$ cat src/rtl/elevator_scan_controller.sv
// SCAN elevator controller: latches floor calls, sweeps in one direction until no calls remain ahead.
// Optional emergency stop (i_estop port, HALT state) is compiled in when ELEVATOR_ESTOP_EN is defined.
module elevator_scan_controller #(
    parameter int unsigned NUM_FLOORS = 8,
    parameter int unsigned MOVE_TICKS = 10000000,
    parameter int unsigned DOOR_TICKS = 5000000,
    localparam int unsigned FLOOR_W   = 4
) (
    input  logic                  i_clk,
    input  logic                  i_reset,
`ifdef ELEVATOR_ESTOP_EN
    input  logic                  i_estop,
`endif
    input  logic [NUM_FLOORS-1:0] i_req,
    output logic [NUM_FLOORS-1:0] o_pending,
    output logic [FLOOR_W-1:0]    o_current_floor,
    output logic                  o_dir_up,
    output logic                  o_moving,
    output logic                  o_door_open,
    output logic                  o_idle
);

    localparam int unsigned TICK_MAX = (MOVE_TICKS > DOOR_TICKS) ? MOVE_TICKS : DOOR_TICKS;
    localparam int unsigned TIMER_W  = $clog2(TICK_MAX);
    localparam logic [TIMER_W-1:0] MOVE_LAST = TIMER_W'(MOVE_TICKS - 1);
    localparam logic [TIMER_W-1:0] DOOR_LAST = TIMER_W'(DOOR_TICKS - 1);

`ifdef ELEVATOR_ESTOP_EN
    typedef enum logic [2:0] {S_IDLE, S_MOVE_UP, S_MOVE_DOWN, S_DOOR_OPEN, S_HALT} state_t;
`else
    typedef enum logic [1:0] {S_IDLE, S_MOVE_UP, S_MOVE_DOWN, S_DOOR_OPEN} state_t;
`endif

    state_t                r_state, w_state_n;
    logic [FLOOR_W-1:0]    r_floor, w_floor_n, w_floor_step;
    logic                  r_dir_up, w_dir_n;
    logic [TIMER_W-1:0]    r_timer, w_timer_n;
    logic [NUM_FLOORS-1:0] r_pending, w_pending_n, w_set, w_clr;
    logic [NUM_FLOORS-1:0] w_oh_here, w_oh_step;
    logic                  w_hit_here, w_hit_step;
    logic [1:0]            w_scan_here, w_scan_step;
    logic                  r_moving, r_door_open, r_idle;

    function automatic logic [NUM_FLOORS-1:0] onehot(input logic [FLOOR_W-1:0] f);
        onehot = '0;
        for (int unsigned i = 0; i < NUM_FLOORS; i++)
            onehot[i] = (FLOOR_W'(i) == f);
    endfunction

    // Returns {go, up}: keep the current direction while calls lie ahead, else reverse, else stop.
    function automatic logic [1:0] scan_dir(input logic [NUM_FLOORS-1:0] p,
                                            input logic [FLOOR_W-1:0] f, input logic up);
        logic above;
        logic below;
        above = 1'b0;
        below = 1'b0;
        for (int unsigned i = 0; i < NUM_FLOORS; i++) begin
            if (FLOOR_W'(i) > f) above = above | p[i];
            if (FLOOR_W'(i) < f) below = below | p[i];
        end
        if (up && above)       scan_dir = 2'b11;
        else if (!up && below) scan_dir = 2'b10;
        else if (above)        scan_dir = 2'b11;
        else if (below)        scan_dir = 2'b10;
        else                   scan_dir = {1'b0, up};
    endfunction

    assign w_floor_step = (r_state == S_MOVE_DOWN) ? r_floor - FLOOR_W'(1) : r_floor + FLOOR_W'(1);
    assign w_oh_here    = onehot(r_floor);
    assign w_oh_step    = onehot(w_floor_step);
    assign w_hit_here   = |(r_pending & w_oh_here);
    assign w_hit_step   = |(r_pending & w_oh_step);
    assign w_scan_here  = scan_dir(r_pending, r_floor, r_dir_up);
    assign w_scan_step  = scan_dir(r_pending, w_floor_step, r_dir_up);

    always_comb begin
        w_state_n = r_state;
        w_floor_n = r_floor;
        w_dir_n   = r_dir_up;
        w_timer_n = r_timer;
        w_set     = i_req;
        w_clr     = '0;
        case (r_state)
            S_IDLE: begin
                w_timer_n = '0;
                if (w_hit_here) begin
                    w_state_n = S_DOOR_OPEN;
                    w_clr     = w_oh_here;
                end else if (w_scan_here[1]) begin
                    w_dir_n   = w_scan_here[0];
                    w_state_n = w_scan_here[0] ? S_MOVE_UP : S_MOVE_DOWN;
                end
            end
            S_MOVE_UP, S_MOVE_DOWN: begin
                if (r_timer == MOVE_LAST) begin
                    w_timer_n = '0;
                    w_floor_n = w_floor_step;
                    if (w_hit_step) begin
                        w_state_n = S_DOOR_OPEN;
                        w_clr     = w_oh_step;
                    end else if (w_scan_step[1]) begin
                        w_dir_n   = w_scan_step[0];
                        w_state_n = w_scan_step[0] ? S_MOVE_UP : S_MOVE_DOWN;
                    end else begin
                        w_state_n = S_IDLE;
                    end
                end else begin
                    w_timer_n = r_timer + TIMER_W'(1);
                end
            end
            S_DOOR_OPEN: begin
                // A call for the floor we are standing at only extends the dwell.
                w_set = i_req & ~w_oh_here;
                if ((i_req & w_oh_here) != '0) begin
                    w_timer_n = '0;
                end else if (r_timer == DOOR_LAST) begin
                    w_timer_n = '0;
                    if (w_scan_here[1]) begin
                        w_dir_n   = w_scan_here[0];
                        w_state_n = w_scan_here[0] ? S_MOVE_UP : S_MOVE_DOWN;
                    end else begin
                        w_state_n = S_IDLE;
                    end
                end else begin
                    w_timer_n = r_timer + TIMER_W'(1);
                end
            end
`ifdef ELEVATOR_ESTOP_EN
            S_HALT: begin
                if (!i_estop) begin
                    w_state_n = S_IDLE;
                    w_timer_n = '0;
                end
            end
`endif
            default: w_state_n = S_IDLE;
        endcase
`ifdef ELEVATOR_ESTOP_EN
        if (i_estop) begin
            w_state_n = S_HALT;
            w_floor_n = r_floor;
            w_dir_n   = r_dir_up;
            w_timer_n = r_timer;
            w_set     = i_req;
            w_clr     = '0;
        end
`endif
        w_pending_n = (r_pending | w_set) & ~w_clr;
    end

    always_ff @(posedge i_clk or posedge i_reset) begin
        if (i_reset) begin
            r_state     <= S_IDLE;
            r_floor     <= '0;
            r_dir_up    <= 1'b1;
            r_timer     <= '0;
            r_pending   <= '0;
            r_moving    <= 1'b0;
            r_door_open <= 1'b0;
            r_idle      <= 1'b1;
        end else begin
            r_state     <= w_state_n;
            r_floor     <= w_floor_n;
            r_dir_up    <= w_dir_n;
            r_timer     <= w_timer_n;
            r_pending   <= w_pending_n;
            r_moving    <= (w_state_n == S_MOVE_UP) || (w_state_n == S_MOVE_DOWN);
            r_door_open <= (w_state_n == S_DOOR_OPEN);
            r_idle      <= (w_state_n == S_IDLE);
        end
    end

    assign o_pending       = r_pending;
    assign o_current_floor = r_floor;
    assign o_dir_up        = r_dir_up;
    assign o_moving        = r_moving;
    assign o_door_open     = r_door_open;
    assign o_idle          = r_idle;

endmodule

$ cat config.mk
export PLATFORM = sky130hd
export DESIGN_NAME = elevator_scan_controller
export DESIGN_NICKNAME = d
export VERILOG_FILES = /design/src/rtl/elevator_scan_controller.sv
export SDC_FILE = /design/constraint.sdc
export NUM_CORES = 1
export LEC_CHECK = 0
export ABC_AREA = 1
export CAP_MARGIN = 20
export CORE_UTILIZATION = 45
export DETAILED_ROUTE_END_ITERATION = 8
export GPL_ROUTABILITY_DRIVEN = 0
export SETUP_SLACK_MARGIN = 0.1
export SYNTH_ARGS = -nofsm -noshare
export SYNTH_HDL_FRONTEND = slang
export SYNTH_SLANG_ARGS = --single-unit
$ cat constraint.sdc
create_clock -name i_clk -period 4.02 [get_ports i_clk]
set_clock_uncertainty 0.1 [all_clocks]
set_input_delay 0.402 -clock i_clk [delete_from_list [all_inputs] [get_ports i_clk]]
set_output_delay 0.402 -clock i_clk [all_outputs]
set_load 0.03 [all_outputs]
# After elaboration in Yosys (flattened, before gate mapping)
# Cells that the tools add are included.
# W data, S select, Z words.
# word_totals
register_bits,42
input_bits,10
# classes
reduce_logical,16
mux,69
eq_ne,28
n_lt_le_gt_ge,32
n_addsub,3
bitwise_logic,36
# ops
op,count
$mux W24,3
$pmux W24 S3,1
$and A8 B8 Y8,5
$mux W1,39
$mux W2,18
$eq A3 B4 Y1 const A,8
$gt A3 B4 Y1 const A,8
$lt A3 B4 Y1 const A,8
$mux W8,4
$or A1 B1 Y1,28
$add A24 B1 Y24 const B,1
$eq A24 B23 Y1 const B,1
$eq A24 B24 Y1 const B,1
$eq A2 B4 Y1 const A,4
$gt A1 B4 Y1 const A,4
$gt A2 B4 Y1 const A,4
$lt A1 B4 Y1 const A,4
$lt A2 B4 Y1 const A,4
$not A8 Y8,2
$pmux W8 S2,1
$reduce_or A8 Y1,2
$ne A2 B2 Y1 const B,6
$eq A1 B4 Y1 const A,2
$eq A2 B2 Y1 const B,4
other kinds (16),22

# Depth between registers and ports, before layout
# depth
depth_word,29
ltp_mapped,22
mapped_depth_nobuf,21

# Least setup slack after synthesis
# Ideal clock, no wire load.
# synth_path
kind,register to register
startpoint,reg r_floor[0] (netlist: o_current_floor[0])
endpoint,reg r_moving (netlist: o_moving)
setup_slack_ps,1305
arrival_time_ps,2498
t_required_ps,3803
setup_ps,117
period_less_slack_ps,2715
stages_incl_launch_ff,17
path_cell_list,dfrtp_1 -> buf_4 -> inv_1 -> ha_1 -> xor2_2 -> nor2_1 -> nand3_1 -> nand2_1 -> nand2_1 -> nand2_1 -> nand2_1 -> nor2_2 -> o211ai_1 -> nand2_1 -> nand2_2 -> nand2_1 -> nand2_1
# synth_via
elab_chain_cells,29
# synth_lines
element,line_no,rtl
start: declaration,35,"logic [FLOOR_W-1:0] r_floor, w_floor_n, w_floor_step;"
start signal: assignment,163,r_floor <= w_floor_n;
$add A4 B1 Y4 or $sub A4 B1 Y4 (tied branches),68,assign w_floor_step = (r_state == S_MOVE_DOWN) ? r_floor - FLOOR_W'(1) : r_floor + FLOOR_W'(1);
$mux W4,68,
$lt A1 B4 Y1,59,if (FLOOR_W'(i) < f) below = below | p[i];
$mux W1,59,
$or A1 B1 Y1,59,
$mux W1,59,
$or A1 B1 Y1,59,
$mux W1,59,
[13 not listed],n/a,
$mux W2,61,if (up && above) scan_dir = 2'b11;
$mux W2,103,w_state_n = w_scan_step[0] ? S_MOVE_UP : S_MOVE_DOWN;
$mux W2,101,end else if (w_scan_step[1]) begin
$mux W2,98,if (w_hit_step) begin
$mux W2,95,if (r_timer == MOVE_LAST) begin
$pmux W2 S3 *,83,case (r_state)
$eq A2 B1 Y1 or $eq A2 B2 Y1 (tied branches),167,r_moving <= (w_state_n == S_MOVE_UP) || (w_state_n == S_MOVE_DOWN);
$logic_or A1 B1 Y1 *,167,
end signal: assignment,167,
end: declaration,42,"logic r_moving, r_door_open, r_idle;"
# Mark *: on every way between the ends. The rest lies on a longest branch, timed or not.
# A chain may end at the register's enable or synchronous reset.

# Worst setup path after layout
# layout_path
startpoint,reg r_floor[0] (netlist: o_current_floor[0])
endpoint,reg r_moving (netlist: o_moving)
# layout_via
elab_chain_cells,29
# layout_lines
element,line_no,rtl
$add A4 B1 Y4 or $sub A4 B1 Y4 (tied branches),68,
$mux W4,68,
$lt A1 B4 Y1,59,
$mux W1,59,
$or A1 B1 Y1,59,
$mux W1,59,
$or A1 B1 Y1,59,
$mux W1,59,
[14 not listed],n/a,
$mux W2,103,
$mux W2,101,
$mux W2,98,
$mux W2,95,
$pmux W2 S3 *,83,
named net w_state_n[1],34,"state_t r_state, w_state_n;"
$eq A2 B1 Y1 or $eq A2 B2 Y1 (tied branches),167,
$logic_or A1 B1 Y1 *,167,
# The timed path passes the listed nets; every way through them passes the cells marked *.

==> metrics <==
outcome=finished clean; final setup margin=between 0.9 and 1 ns; PwrDens=502 mW/mm²; worst vdd ir=461 µV; htree depth=2; setup TNS=0 ns; nature of the critical path startpoint=register; clk sinks=between 40 and 50; cts hold-fix bufs=0; Starting DRT DRC Count=198; Synth Area in Compound Gates=a little over a tenth; clock buffer depth=2; Min Clock Period, post-route=3.02 ns; CP arrival=3.14 ns; PostCTS Resize Cnt=0; worst slack, placed=1.02 ns; filler instances=701; remaining global-route overflow=0; most frequent cell after synthesis=nand2_1; final slew viol count=0; CTS tree=yes; Max-Cap Viols=0; Slew headroom=about three fifths; adder-cell share of the synthesized area=3.77%; drt first pass iters=5; CP cell instances=inv_1 -> ha_1 -> inv_1 -> nand2_1 -> nand2_1 -> nand2_1 -> nand2_2 -> nor2_1 -> nand4_1 -> nand2_1 -> nor2_1 -> nand2_2 -> nand2_4 -> nand2_2 -> nor2_1 -> nand2_1 -> nand2_2 -> inv_2 -> nand2_1 -> nand2_1; yosys warns=0; Tot Pwr=between 1.5 and 2 mW; RSZ-0062 raised after global routing=no; Detail Route Antenna Nets=0; worst endpoint required time=around 4.1 ns; Setup Fix Bufs, Post-CTS=0; DIE WIDTH=87.0 µm; Post-Synth Simple-Gate Area=39.7%; largest net degree at the start of global routing=43; Final Net Count=512; Post-synth EDFFs=0; Seq/Total Area, Yosys=32.4%; global-route usage over all layers=24.9%; vias in the first global route=slightly below 3000; Worst Hold Class=input pin to async pin; Critical path origin=o_current_floor[0]$_DFFE_PP0P_; area leader, netlist=dfrtp_1; share of cells above drive strength 1=10.5%; ant diodes=0; post-synth net total=486; final worst-path cycle share=75.2%; CP most frequent cell=nand2_1; CP peak stage delay=slightly below 0.6 ns; critical path class=register to register; vias=3139; post-synthesis mux area share=0%; Vias/cell=5.32; Std-Cell Rows=30; Peak Freq=331 MHz; global-route wire length before repair=14.6 mm; Worst-path clk slew=0.11 ns; clk_lat worst skew=0.31 ns; buffers plus inverters on the worst setup path=3; HPWL Detailed=6.54 mm; Synth Flop Type=dfrtp_1; Async SR Flop Fraction=100%; CP endpoint kind=register; Die ar.=0.00756 mm²; worst r2r src=o_current_floor[0]$_DFFE_PP0P_; drt wl/cell=14.8 µm; Critical-path top delay cell=dfrtp_1; share of the synthesized area in the top cell type=30.8%; Starting Density=47.3%; Synth Area in XOR/XNOR=under 10%; Boundary Pins=26; core region area=0.00687 mm²; final setup vio count=0; largest family of logic cells by synthesized area=simple AND/OR/NAND/NOR gates; PortBufs=25; wirelength, routed=between 8 and 9 mm; Worst Max-Slew Pin Slew=0.622 ns; Synth cell types=43; Leakage Power=approximately 1.7 nW; CTS buffer count=5; drt drc=0; Clock Root Buffer=clkbuf_8; area grow syn2layout=13.6%; CP top delay family=simple AND/OR/NAND/NOR gates; most frequent cells after synthesis=nand2_1, inv_1, nor2_1; Yosys reg bits=42; Netlist Area Pre-Place=0.00325 mm²; synth top area cells=dfrtp_1, nand2_1, inv_1; worst-path fanout max=10; Synth Instances=467; Die Ht=87.0 µm; Mean Syn Cell Area=6.96 µm²; initial antenna violation count=0; Final Hold Vio Count=0
layout by cell type, fill, tap and decap left out, drive strengths merged, types with 2 or more instances in the layout:
master	Yosys	routed
nand2	128	128
inv	64	64
nor2	63	63
dfrtp	40	40
nand3	33	33
clkdlybuf4s50	0	25
a21oi	24	24
nand4	21	21
o21ai	18	18
xor2	14	14
nor3	13	13
ha	9	9
o22ai	6	6
nor4	5	5
clkbuf	1	5
clkinv	3	4
nor3b	4	4
o32ai	3	3
a221oi	2	2
a31oi	2	2
dfstp	2	2
per-stage QoR:
| step | instances | util (%) | hold slack [ns] | cell area, µm² |
|---|---|---|---|---|
| 2_1_floorplan | 467 | - | 0.392 | 3250 |
| 5_1_grt | 590 | 53.7 | 0.471 | 3690 |
| 4_1_cts | 590 | 53.7 | 0.448 | 3690 |
| 6_report | 590 | 53.7 | 0.419 | 3690 |
| 3_3_place_gp | 582 | 52.0 | 0.440 | 3570 |
| 3_5_place_dp | 582 | 52.0 | 0.438 | 3570 |
layer usage:
layer,share of wire [%],track usage (%),vias to the layer above
li1,-,-,1587
met1,52,39.4,1432
met2,40,33.8,103
met3,5.5,4.93,17
met4,1.8,6.82,0
met5,0,0,-
worst reg2reg max path, stage by stage (launching register included):
cell,delay (ns)
dfrtp_1,0.59
inv_1,0.28
ha_1,0.34
inv_1,0.14
nand2_1,0.07
nand2_1,0.05
nand2_1,0.06
nand2_2,0.24
nor2_1,0.11
nand4_1,0.11
nand2_1,0.06
nor2_1,0.13
nand2_2,0.09
nand2_4,0.11
nand2_2,0.07
nor2_1,0.08
nand2_1,0.07
nand2_2,0.09
inv_2,0.04
nand2_1,0.06
nand2_1,0.04
layout make-up:
| cell class | instances | area (µm²) | share of cell area (%) |
|---|---|---|---|
| Clock inverter | 3 | 48.8 | 1.32 |
| Clock buffer | 5 | 68.8 | 1.87 |
| Sequential cell | 42 | 1050 | 28.6 |
| Inverter | 67 | 251 | 6.82 |
| Tap cell | 96 | 120 | 3.26 |
| Multi-Input combinational cell | 351 | 1890 | 51.2 |
| Timing Repair Buffer | 26 | 258 | 6.99 |
cells by family (layout without fill, tap and decap cells):
kind of cell | count (synthesis) | count (layout)
compound gates | 58 | 58
flops | 42 | 42
xor+xnor | 15 | 15
buf+inv | 74 | 101
fa+ha+maj | 10 | 10
simple gates | 268 | 268
sequential cells by signal (all words and copies together), names as in the netlist:
register         flops
o_current_floor      4
o_dir_up             1
o_door_open          1
o_idle               1
o_moving             1
o_pending            8
r_state              2
r_timer             24
power breakdown:
group	switching, mW	leakage [nW]	internal (mW)	total (mW)
Clock	0.177	0.0563	0.190	0.367
Sequential	0.0490	0.531	0.477	0.526
Combinational	0.673	1.13	0.287	0.960
worst paths after layout:
check	cells after the start	end	slack [ns]
max	20	o_moving$_DFF_PP0_	1.0
min in group i_clk	2	o_dir_up$_DFFE_PP1P_	0.46
min reg2reg	2	o_dir_up$_DFFE_PP1P_	0.46
min	3	o_moving$_DFF_PP0_	0.42
max reg2reg	20	o_moving$_DFF_PP0_	1.0
max in group asynchronous	3	r_timer[11]$_DFF_PP0_	2.99
(Power assumes the default switching activity.)
